==> src/rtl/sm4_key_expand.sv <==
// sm4_key_expand: SM4 key schedule, one round per clock.
//
// Loads the 128-bit master key on an accepted start and expands it into 32
// round keys. The keys are held in an internal register file. Two
// combinational read ports serve the downstream round pipeline:
//   rk1 = rk[i]       encryption order
//   rk2 = rk[31 - i]  decryption order
// i is taken from rd_idx[1:5].
//
// Ports
//   K_clk              clock, rising edge
//   K_rst              asynchronous reset, active high
//   K_start            start request, ignored while expanding
//   MK0..MK3   [0:31]  master key words, MK0 most significant
//   rd_idx     [0:5]   round index; bit 0 is ignored
//   rk1, rk2   [0:31]  encrypt / decrypt round key for rd_idx
//   K_busy             expansion in progress
//   K_valid            all 32 round keys are valid
//
// Vectors use [0:n] numbering with bit 0 as the MSB. The numeric value is the
// usual one, so the internal math uses [31:0] locals.
//
// state  | meaning
// IDLE   | after reset, waiting for K_start
// EXPAND | one round key produced per edge, cnt = round being written
// DONE   | rk[0..31] valid, K_start reloads and re-expands

module sm4_sbox (
  input  logic [7:0] din,
  output logic [7:0] dout
);
  localparam logic [7:0] SBOX [0:255] = '{
    8'hd6, 8'h90, 8'he9, 8'hfe, 8'hcc, 8'he1, 8'h3d, 8'hb7, 8'h16, 8'hb6, 8'h14, 8'hc2, 8'h28, 8'hfb, 8'h2c, 8'h05,
    8'h2b, 8'h67, 8'h9a, 8'h76, 8'h2a, 8'hbe, 8'h04, 8'hc3, 8'haa, 8'h44, 8'h13, 8'h26, 8'h49, 8'h86, 8'h06, 8'h99,
    8'h9c, 8'h42, 8'h50, 8'hf4, 8'h91, 8'hef, 8'h98, 8'h7a, 8'h33, 8'h54, 8'h0b, 8'h43, 8'hed, 8'hcf, 8'hac, 8'h62,
    8'he4, 8'hb3, 8'h1c, 8'ha9, 8'hc9, 8'h08, 8'he8, 8'h95, 8'h80, 8'hdf, 8'h94, 8'hfa, 8'h75, 8'h8f, 8'h3f, 8'ha6,
    8'h47, 8'h07, 8'ha7, 8'hfc, 8'hf3, 8'h73, 8'h17, 8'hba, 8'h83, 8'h59, 8'h3c, 8'h19, 8'he6, 8'h85, 8'h4f, 8'ha8,
    8'h68, 8'h6b, 8'h81, 8'hb2, 8'h71, 8'h64, 8'hda, 8'h8b, 8'hf8, 8'heb, 8'h0f, 8'h4b, 8'h70, 8'h56, 8'h9d, 8'h35,
    8'h1e, 8'h24, 8'h0e, 8'h5e, 8'h63, 8'h58, 8'hd1, 8'ha2, 8'h25, 8'h22, 8'h7c, 8'h3b, 8'h01, 8'h21, 8'h78, 8'h87,
    8'hd4, 8'h00, 8'h46, 8'h57, 8'h9f, 8'hd3, 8'h27, 8'h52, 8'h4c, 8'h36, 8'h02, 8'he7, 8'ha0, 8'hc4, 8'hc8, 8'h9e,
    8'hea, 8'hbf, 8'h8a, 8'hd2, 8'h40, 8'hc7, 8'h38, 8'hb5, 8'ha3, 8'hf7, 8'hf2, 8'hce, 8'hf9, 8'h61, 8'h15, 8'ha1,
    8'he0, 8'hae, 8'h5d, 8'ha4, 8'h9b, 8'h34, 8'h1a, 8'h55, 8'had, 8'h93, 8'h32, 8'h30, 8'hf5, 8'h8c, 8'hb1, 8'he3,
    8'h1d, 8'hf6, 8'he2, 8'h2e, 8'h82, 8'h66, 8'hca, 8'h60, 8'hc0, 8'h29, 8'h23, 8'hab, 8'h0d, 8'h53, 8'h4e, 8'h6f,
    8'hd5, 8'hdb, 8'h37, 8'h45, 8'hde, 8'hfd, 8'h8e, 8'h2f, 8'h03, 8'hff, 8'h6a, 8'h72, 8'h6d, 8'h6c, 8'h5b, 8'h51,
    8'h8d, 8'h1b, 8'haf, 8'h92, 8'hbb, 8'hdd, 8'hbc, 8'h7f, 8'h11, 8'hd9, 8'h5c, 8'h41, 8'h1f, 8'h10, 8'h5a, 8'hd8,
    8'h0a, 8'hc1, 8'h31, 8'h88, 8'ha5, 8'hcd, 8'h7b, 8'hbd, 8'h2d, 8'h74, 8'hd0, 8'h12, 8'hb8, 8'he5, 8'hb4, 8'hb0,
    8'h89, 8'h69, 8'h97, 8'h4a, 8'h0c, 8'h96, 8'h77, 8'h7e, 8'h65, 8'hb9, 8'hf1, 8'h09, 8'hc5, 8'h6e, 8'hc6, 8'h84,
    8'h18, 8'hf0, 8'h7d, 8'hec, 8'h3a, 8'hdc, 8'h4d, 8'h20, 8'h79, 8'hee, 8'h5f, 8'h3e, 8'hd7, 8'hcb, 8'h39, 8'h48
  };

  assign dout = SBOX[din];
endmodule

module sm4_key_expand (
  input  logic        K_clk,
  input  logic        K_rst,
  input  logic        K_start,
  input  logic [0:31] MK0,
  input  logic [0:31] MK1,
  input  logic [0:31] MK2,
  input  logic [0:31] MK3,
  input  logic [0:5]  rd_idx,
  output logic [0:31] rk1,
  output logic [0:31] rk2,
  output logic        K_busy,
  output logic        K_valid
);
  localparam logic [31:0] FK0 = 32'hA3B1BAC6;
  localparam logic [31:0] FK1 = 32'h56AA3350;
  localparam logic [31:0] FK2 = 32'h677D9197;
  localparam logic [31:0] FK3 = 32'hB27022DC;

  typedef enum logic [1:0] {
    IDLE   = 2'd0,
    EXPAND = 2'd1,
    DONE   = 2'd2
  } state_t;

  state_t      state, state_nxt;
  logic        load, step;
  logic [4:0]  cnt;
  logic [31:0] k0, k1, k2, k3;
  logic [31:0] rk [0:31];

  logic [7:0]  ck_base;
  logic [31:0] ck;
  logic [31:0] t_in, tau, lin, rk_new;
  logic [4:0]  idx;
  logic        idx_msb_unused;

  // CK byte j of round i is 28*i + 7*j mod 256; 8-bit arithmetic wraps.
  assign ck_base = {3'b000, cnt} * 8'd28;
  assign ck      = {ck_base, ck_base + 8'd7, ck_base + 8'd14, ck_base + 8'd21};

  assign t_in = k1 ^ k2 ^ k3 ^ ck;

  sm4_sbox u_sbox0 (.din(t_in[31:24]), .dout(tau[31:24]));
  sm4_sbox u_sbox1 (.din(t_in[23:16]), .dout(tau[23:16]));
  sm4_sbox u_sbox2 (.din(t_in[15:8]),  .dout(tau[15:8]));
  sm4_sbox u_sbox3 (.din(t_in[7:0]),   .dout(tau[7:0]));

  // Key-schedule linear layer: b ^ (b <<< 13) ^ (b <<< 23).
  assign lin    = tau ^ {tau[18:0], tau[31:19]} ^ {tau[8:0], tau[31:9]};
  assign rk_new = k0 ^ lin;

  always_comb begin
    state_nxt = state;
    load      = 1'b0;
    step      = 1'b0;
    case (state)
      IDLE: begin
        if (K_start) begin
          load      = 1'b1;
          state_nxt = EXPAND;
        end
      end
      EXPAND: begin
        step = 1'b1;
        if (cnt == 5'd31) state_nxt = DONE;
      end
      DONE: begin
        if (K_start) begin
          load      = 1'b1;
          state_nxt = EXPAND;
        end
      end
      default: state_nxt = IDLE;
    endcase
  end

  always_ff @(posedge K_clk or posedge K_rst) begin
    if (K_rst) begin
      state <= IDLE;
      cnt   <= 5'd0;
      k0    <= 32'd0;
      k1    <= 32'd0;
      k2    <= 32'd0;
      k3    <= 32'd0;
      for (int i = 0; i < 32; i++) rk[i] <= 32'd0;
    end else begin
      state <= state_nxt;
      if (load) begin
        k0  <= MK0 ^ FK0;
        k1  <= MK1 ^ FK1;
        k2  <= MK2 ^ FK2;
        k3  <= MK3 ^ FK3;
        cnt <= 5'd0;
      end else if (step) begin
        rk[cnt] <= rk_new;
        k0      <= k1;
        k1      <= k2;
        k2      <= k3;
        k3      <= rk_new;
        // Wraps to 0 on the last round; reloaded anyway on the next start.
        cnt     <= cnt + 5'd1;
      end
    end
  end

  // rd_idx[0] is the pipeline counter's overflow bit; indices 32..63 alias.
  assign idx_msb_unused = rd_idx[0];
  assign idx            = rd_idx[1:5];

  assign rk1 = rk[idx];
  assign rk2 = rk[5'd31 - idx];

  assign K_busy  = (state == EXPAND);
  assign K_valid = (state == DONE);
endmodule
==> config.mk <==
export PLATFORM = sky130hd
export DESIGN_NAME = sm4_key_expand
export DESIGN_NICKNAME = d
export VERILOG_FILES = /design/src/rtl/sm4_key_expand.sv
export SDC_FILE = /design/constraint.sdc
export NUM_CORES = 2
export LEC_CHECK = 0
export BUFFER_PORTS_ARGS = -buffer_cell sky130_fd_sc_hd__buf_4
export CAP_MARGIN = 20
export CORE_MARGIN = 5
export CORE_UTILIZATION = 23
export CTS_BUF_LIST = sky130_fd_sc_hd__clkbuf_4 sky130_fd_sc_hd__clkbuf_8
export CTS_CLUSTER_SIZE = 25
export DETAILED_ROUTE_END_ITERATION = 10
export HOLD_SLACK_MARGIN = 0.1
export PLACE_DENSITY = 0.36
export SYNTH_ARGS = -nofsm -noshare
export SYNTH_HDL_FRONTEND = slang
export SYNTH_SLANG_ARGS = --single-unit
==> constraint.sdc <==
create_clock -name K_clk -period 39.7 [get_ports K_clk]
set_input_delay 5.955 -clock K_clk [delete_from_list [all_inputs] [get_ports K_clk]]
set_output_delay 5.955 -clock K_clk [all_outputs]
set_load 0.01 [all_outputs]
---- Word level (Yosys, flattened, before mapping) ----
Memories as Yosys holds them, arrays and structs flattened.
Index checks and enable logic that the tools add are counted.
W data, S select, Z words.
storage, ports and cells
  flip-flop bits (word level) ............. 1159
  memory bits (read-only) ................. 8192
  bits of input ports ..................... 137
  output and inout port bits .............. 66
  logic and storage cells ................. 118
  memories ................................ 4
operators by class
  add/sub/neg operators ................... 5
  $mul .................................... 1
  $lt $le $gt $ge ......................... 8
  eq/ne operators ......................... 5
  muxes and demuxes ....................... 33
  bitwise gates (word level) .............. 18
  reductions and logical operators ........ 6
memory list
  memory            depth  bits a word  read ports  clocked after Yosys merged registers in  write ports  line  text
  (name not given)  256    8            1           0                                        0            51    assign dout = SBOX[din];
  (name not given)  256    8            1           0                                        0            51
  (name not given)  256    8            1           0                                        0            51
  (name not given)  256    8            1           0                                        0            51
operator list
  kind                   number
  $bwmux W1024           1
  $mux W32               13
  $bmux W32 S5           2
  $xor A32 B32 Y32       6
  $demux W32 S5          1
  $mux W8                8
  $ge A9 B9 Y1 const B   4
  $not A8 Y9             4
  $not A14 Y14           2
  $not A19 Y19           1
  $ge A6 B6 Y1 const B   3
  $not A5 Y6             3
  $not A17 Y17           1
  $mux W5                2
  $add A8 B3 Y8 const B  1
  $add A8 B4 Y8 const B  1
  $add A8 B5 Y8 const B  1
  $lt A6 B1 Y1 const B   1
  $mul A5 B3 Y6 const B  1
  $add A5 B1 Y5 const B  1
  $eq A5 B5 Y1 const B   1
  $sub A5 B5 Y5 const A  1
  $mux W2                2
  $ne A2 B1 Y1 const B   2
  10 further kinds       13

---- Depth between registers and ports, before layout ----
  depth in word-level cells ............... 12
  gate-level depth with buffers ........... 20
  gate-level depth less buffers ........... 15

---- By module ----
Synthesis repeated with hierarchy kept, for this count alone.
second synthesis, totals
  cells, all modules ...................... 7933
  area total of the unflattened synthesis .. 73525.5 um2
by module, submodules not included
  module          instances  cells an instance  area an instance (um2)  seq. area each (um2)
  sm4_key_expand  1          5777               60152.7                 29002.8
  sm4_sbox        4          539                3343.2                  0.0

---- Worst setup path after synthesis ----
OpenSTA, ideal clock, no wires.
  path type ............................... input -> output
  start point ............................. input port rd_idx[5] (netlist bit)
  end point ............................... output port rk1[0] (netlist bit)
  arrival ................................. 8351 ps
  required time ........................... 33745 ps
  path slack .............................. 25394 ps
  cell stages on the path ................. 6
  buffers on the path ..................... 3
  path through ............................ clkbuf_1 > clkbuf_1 > buf_1 > mux4_2 > mux4_2 > mux2_2
on the way
  cells in the longest elaborated chain, start to end .. 4
ends and longest elaborated chain
  item                                         line  text
  start, declared                              62    input logic [0:5] rd_idx,
  $not A5 Y6 (not written as such)             164   assign rk1 = rk[idx];
  $bmux W32 S5                                 164
  $mux W32 (not written as such) (2 in a row)  164
  end, declared                                63    output logic [0:31] rk1,
Every way passes these cells. The select of a mux whose other input is x is not followed.

---- Worst setup path after layout ----
  start point ............................. input port rd_idx[5] (netlist bit)
  end point ............................... output port rk1[26] (netlist bit)
The elaborated chain is that of the path after synthesis.

==> results.py <==
metrics = {
    "status": {
        "status": "finished, final reports clean",
    },
    "detailed_routing": {
        "via_per_inst": 5.31,
        "wire_per_inst_um": 26.4,
        "drt_iter0_drc": 6465,
        "via_count": 59600,
        "drc": 0,
        "drt-pass1-iter-count": 8,
        "ant_nets": 0,
        "routed_wl_um": 296000,
    },
    "placed_design": {
        "gp_congestion": 0.888,
        "dpl.hpwl_um": 184000,
        "placed_area_sq_um": 78300,
        "port-buffer-count": 201,
        "dp_slack_ns": 23.02,
    },
    "yosys": {
        "synth_area_leaders": "dfrtp_1 (40%), mux4_2 (20%), o21ai_0 (7.4%), nand2_1 (6.6%), clkbuf_1 (2.6%)",
        "synth_area_sq_um": 72500,
        "yosys.area.top_type": "dfrtp_1",
        "yosysWarnings": 0,
        "ys_types": 99,
        "synthFlopType": "dfrtp_1",
        "synthArstFlopShare_pct": 100,
        "synth_most_common_cell": "nand2_1",
        "synth_top_area_share_pct": 40.0,
        "ys_seq_elements": 1159,
        "synth-edff-count": 0,
        "synth_nets": 7214,
        "yosys-top-cells-count": "nand2_1 (1,279), dfrtp_1 (1,159), o21ai_0 (1,065)",
        "synth.avg_cell_area_sq_um": 10.3,
        "synthCells": 7010,
        "seq_area_frac_synth_pct": 40.0,
    },
    "cts": {
        "cts_setup_buffers": 0,
        "cts_buffers": 224,
        "post_cts_resized": 0,
        "clock-root-buffer": "clkbuf_8",
        "clock_sinks": 1159,
        "clk_latency_ns": 1.02,
        "clk_pin_slew_worst_paths_ns": 0.06,
        "ctsHoldBuffers": 0,
        "tritoncts": "done",
        "cts.path.max_buffers": 4,
        "h-tree-depth": 4,
    },
    "final_layout": {
        "seq_area_sq_um": 29000,
        "final_cell_area_sq_um": 83100,
        "num-fill-cells": 33300,
        "drive_gt1_share_pct": 24.3,
        "multi_input_area_sq_um": 40900,
        "area_growth_pct": 14.7,
        "nNetsFinal": 7092,
    },
    "floorplan": {
        "die_h_um": 571,
        "die_area_sq_um": 326000,
        "initial_core_util_pct": 23.0,
        "dieWidth_um": 571,
        "core_area_sq_um": 314000,
        "ioPinCount": 203,
        "rows": 206,
    },
    "global_route": {
        "grt_max_degree": 160,
        "grt_first_pass_wirelength_um": 434000,
        "grt-ovfl-total": 0,
        "antenna_found_initial": 12,
        "track_usage_pct": 17.7,
        "grt_pass1_vias": 59400,
    },
    "critical_path": {
        "r2r_slack_ns": 32.84,
        "r2r_end": "rk[107]$_DFFE_PP0P_",
        "crit_chain": "buf_8, buf_4, buf_4, buf_4, mux4_2, mux4_2, mux2_2, buf_4",
        "cpMaxStageDelayCell": "buf_4",
        "r2r-start": "cnt[0]$_DFFE_PP0P_",
        "crit_top_cell": "buf_4",
        "slowest_delay_ns": 0.78,
        "worstPathMaxFanout": 64,
        "cp_top_family": "buffers and inverters",
        "cp.required_ns": 33.74,
        "crit_buf_inv": 5,
        "crit_type": "input pin to output pin",
        "cp_data_arrival_time_ns": 10.55,
        "critPathCaptureType": "output pin",
        "ff2ff_path_depth": 16,
        "crit_path_start_kind": "input pin",
    },
    "sta": {
        "slew_violations": 0,
        "timing.final.crit_share_pct": 41.6,
        "clock_skew_ns": 0.184,
        "rsz0062_at_grt": "false",
        "relSlewSlack_pct": 25.4,
        "max_freq_ghz": 0.0606,
        "fin_ws_ns": 23.19,
        "tns_ns": 0,
        "period_needed_ns": 16.51,
        "hold_viol": 0,
        "setup_viol": 0,
        "worstMarginPinSlew_ns": 1.12,
    },
    "min_path": {
        "min_to": "rk[968]$_DFFE_PP0P_",
        "hold_start": "rk[968]$_DFFE_PP0P_",
        "min_path_cells": 2,
        "hp-class": "flop to flop",
    },
    "run": {
        "maxCapViolations": 0,
    },
}
==> cells by family after synthesis <==
logic type | Yosys count | share of synthesized area (%)
AOI/OAI and AO/OA | 2050 | 17.3
xor gates and xnor gates | 212 | 3.14
adders and majority gates | 67 | 1.21
buffers and inverters | 775 | 4.51
DFF | 1159 | 40.0
muxes | 832 | 22.9
and+or+nand+nor | 1915 | 10.9
==> layout by cell type, fill, tap and decap left out, drive strengths merged, types with 34 or more instances in the layout <==
cell type	instances
xnor2	142
a311oi	57
a221o	58
mux2	161
nand3	111
xor2	52
o221ai	47
buf	396
nand2	1280
nand4	34
a31oi	66
nor3	99
o21ai	1130
a21oi	217
o311ai	59
mux4	645
a22oi	68
o211ai	60
nor2	288
dfrtp	1159
ha	62
a211oi	59
clkbuf	366
==> worst reg2reg max path, delay by kind of cell, from the launching register on <==
kind                       cells  cell delay (ns)
and+or+nand+nor                2             0.96
DFF                            1             0.32
AOI/OAI and AO/OA              3             1.23
adders and majority gates      3             1.85
buffers and inverters          3             1.28
xor gates and xnor gates       5             1.07
==> how the worst max path moves through the flow <==
stage | start | end | slack, ns | depth (start not counted)
after floorplan | K_rst | cnt[0]$_DFFE_PP0P_ | 1.10 | 1
after global placement | rd_idx[5] | rk1[26] | 23.05 | 8
after detailed placement | rd_idx[5] | rk1[26] | 23.02 | 8
after CTS | rd_idx[5] | rk1[26] | 23.01 | 8
after global routing | rd_idx[5] | rk1[26] | 22.70 | 8
final | rd_idx[5] | rk1[26] | 23.19 | 8
==> sequential cells by signal, summed over array words and instances (netlist names) <==
signal	flops
cnt	5
k1	32
state	2
rk	1024
k2	32
k0	32
k3	32
==> layer usage <==
metal,up-vias,routed length [um],part of all wire (%),track usage [%]
li1,26000,-,-,-
met1,30500,134000,45,25.4
met2,2537,134000,45,27.7
met3,513,18200,6.1,2.72
met4,0,8910,3.0,4.94
met5,-,0,0,0
==> layout make-up <==
class / count / share of cell area (%)
Clock inverter: 28 / 0.247
Multi-Input combinational cell: 5076 / 49.3
Sequential cell: 1159 / 34.9
Antenna cell: 4 / 0.0120
Tap cell: 4160 / 6.26
Timing Repair Buffer: 397 / 3.73
Clock buffer: 365 / 5.45
Inverter: 30 / 0.151
==> stage by stage <==
stage / hold slack (ns) / std cells / util (%)
2_1_floorplan: 0.461 / 7010 / -
3_3_place_gp: 0.474 / 10800 / 24.9
3_5_place_dp: 0.484 / 10800 / 24.9
4_1_cts: 0.498 / 11200 / 26.4
5_1_grt: 0.520 / 11200 / 26.4
6_report: 0.494 / 11200 / 26.4
Power is not shown: default switching activity piles up to over one toggle a cycle in this logic, so the estimate is an artifact.
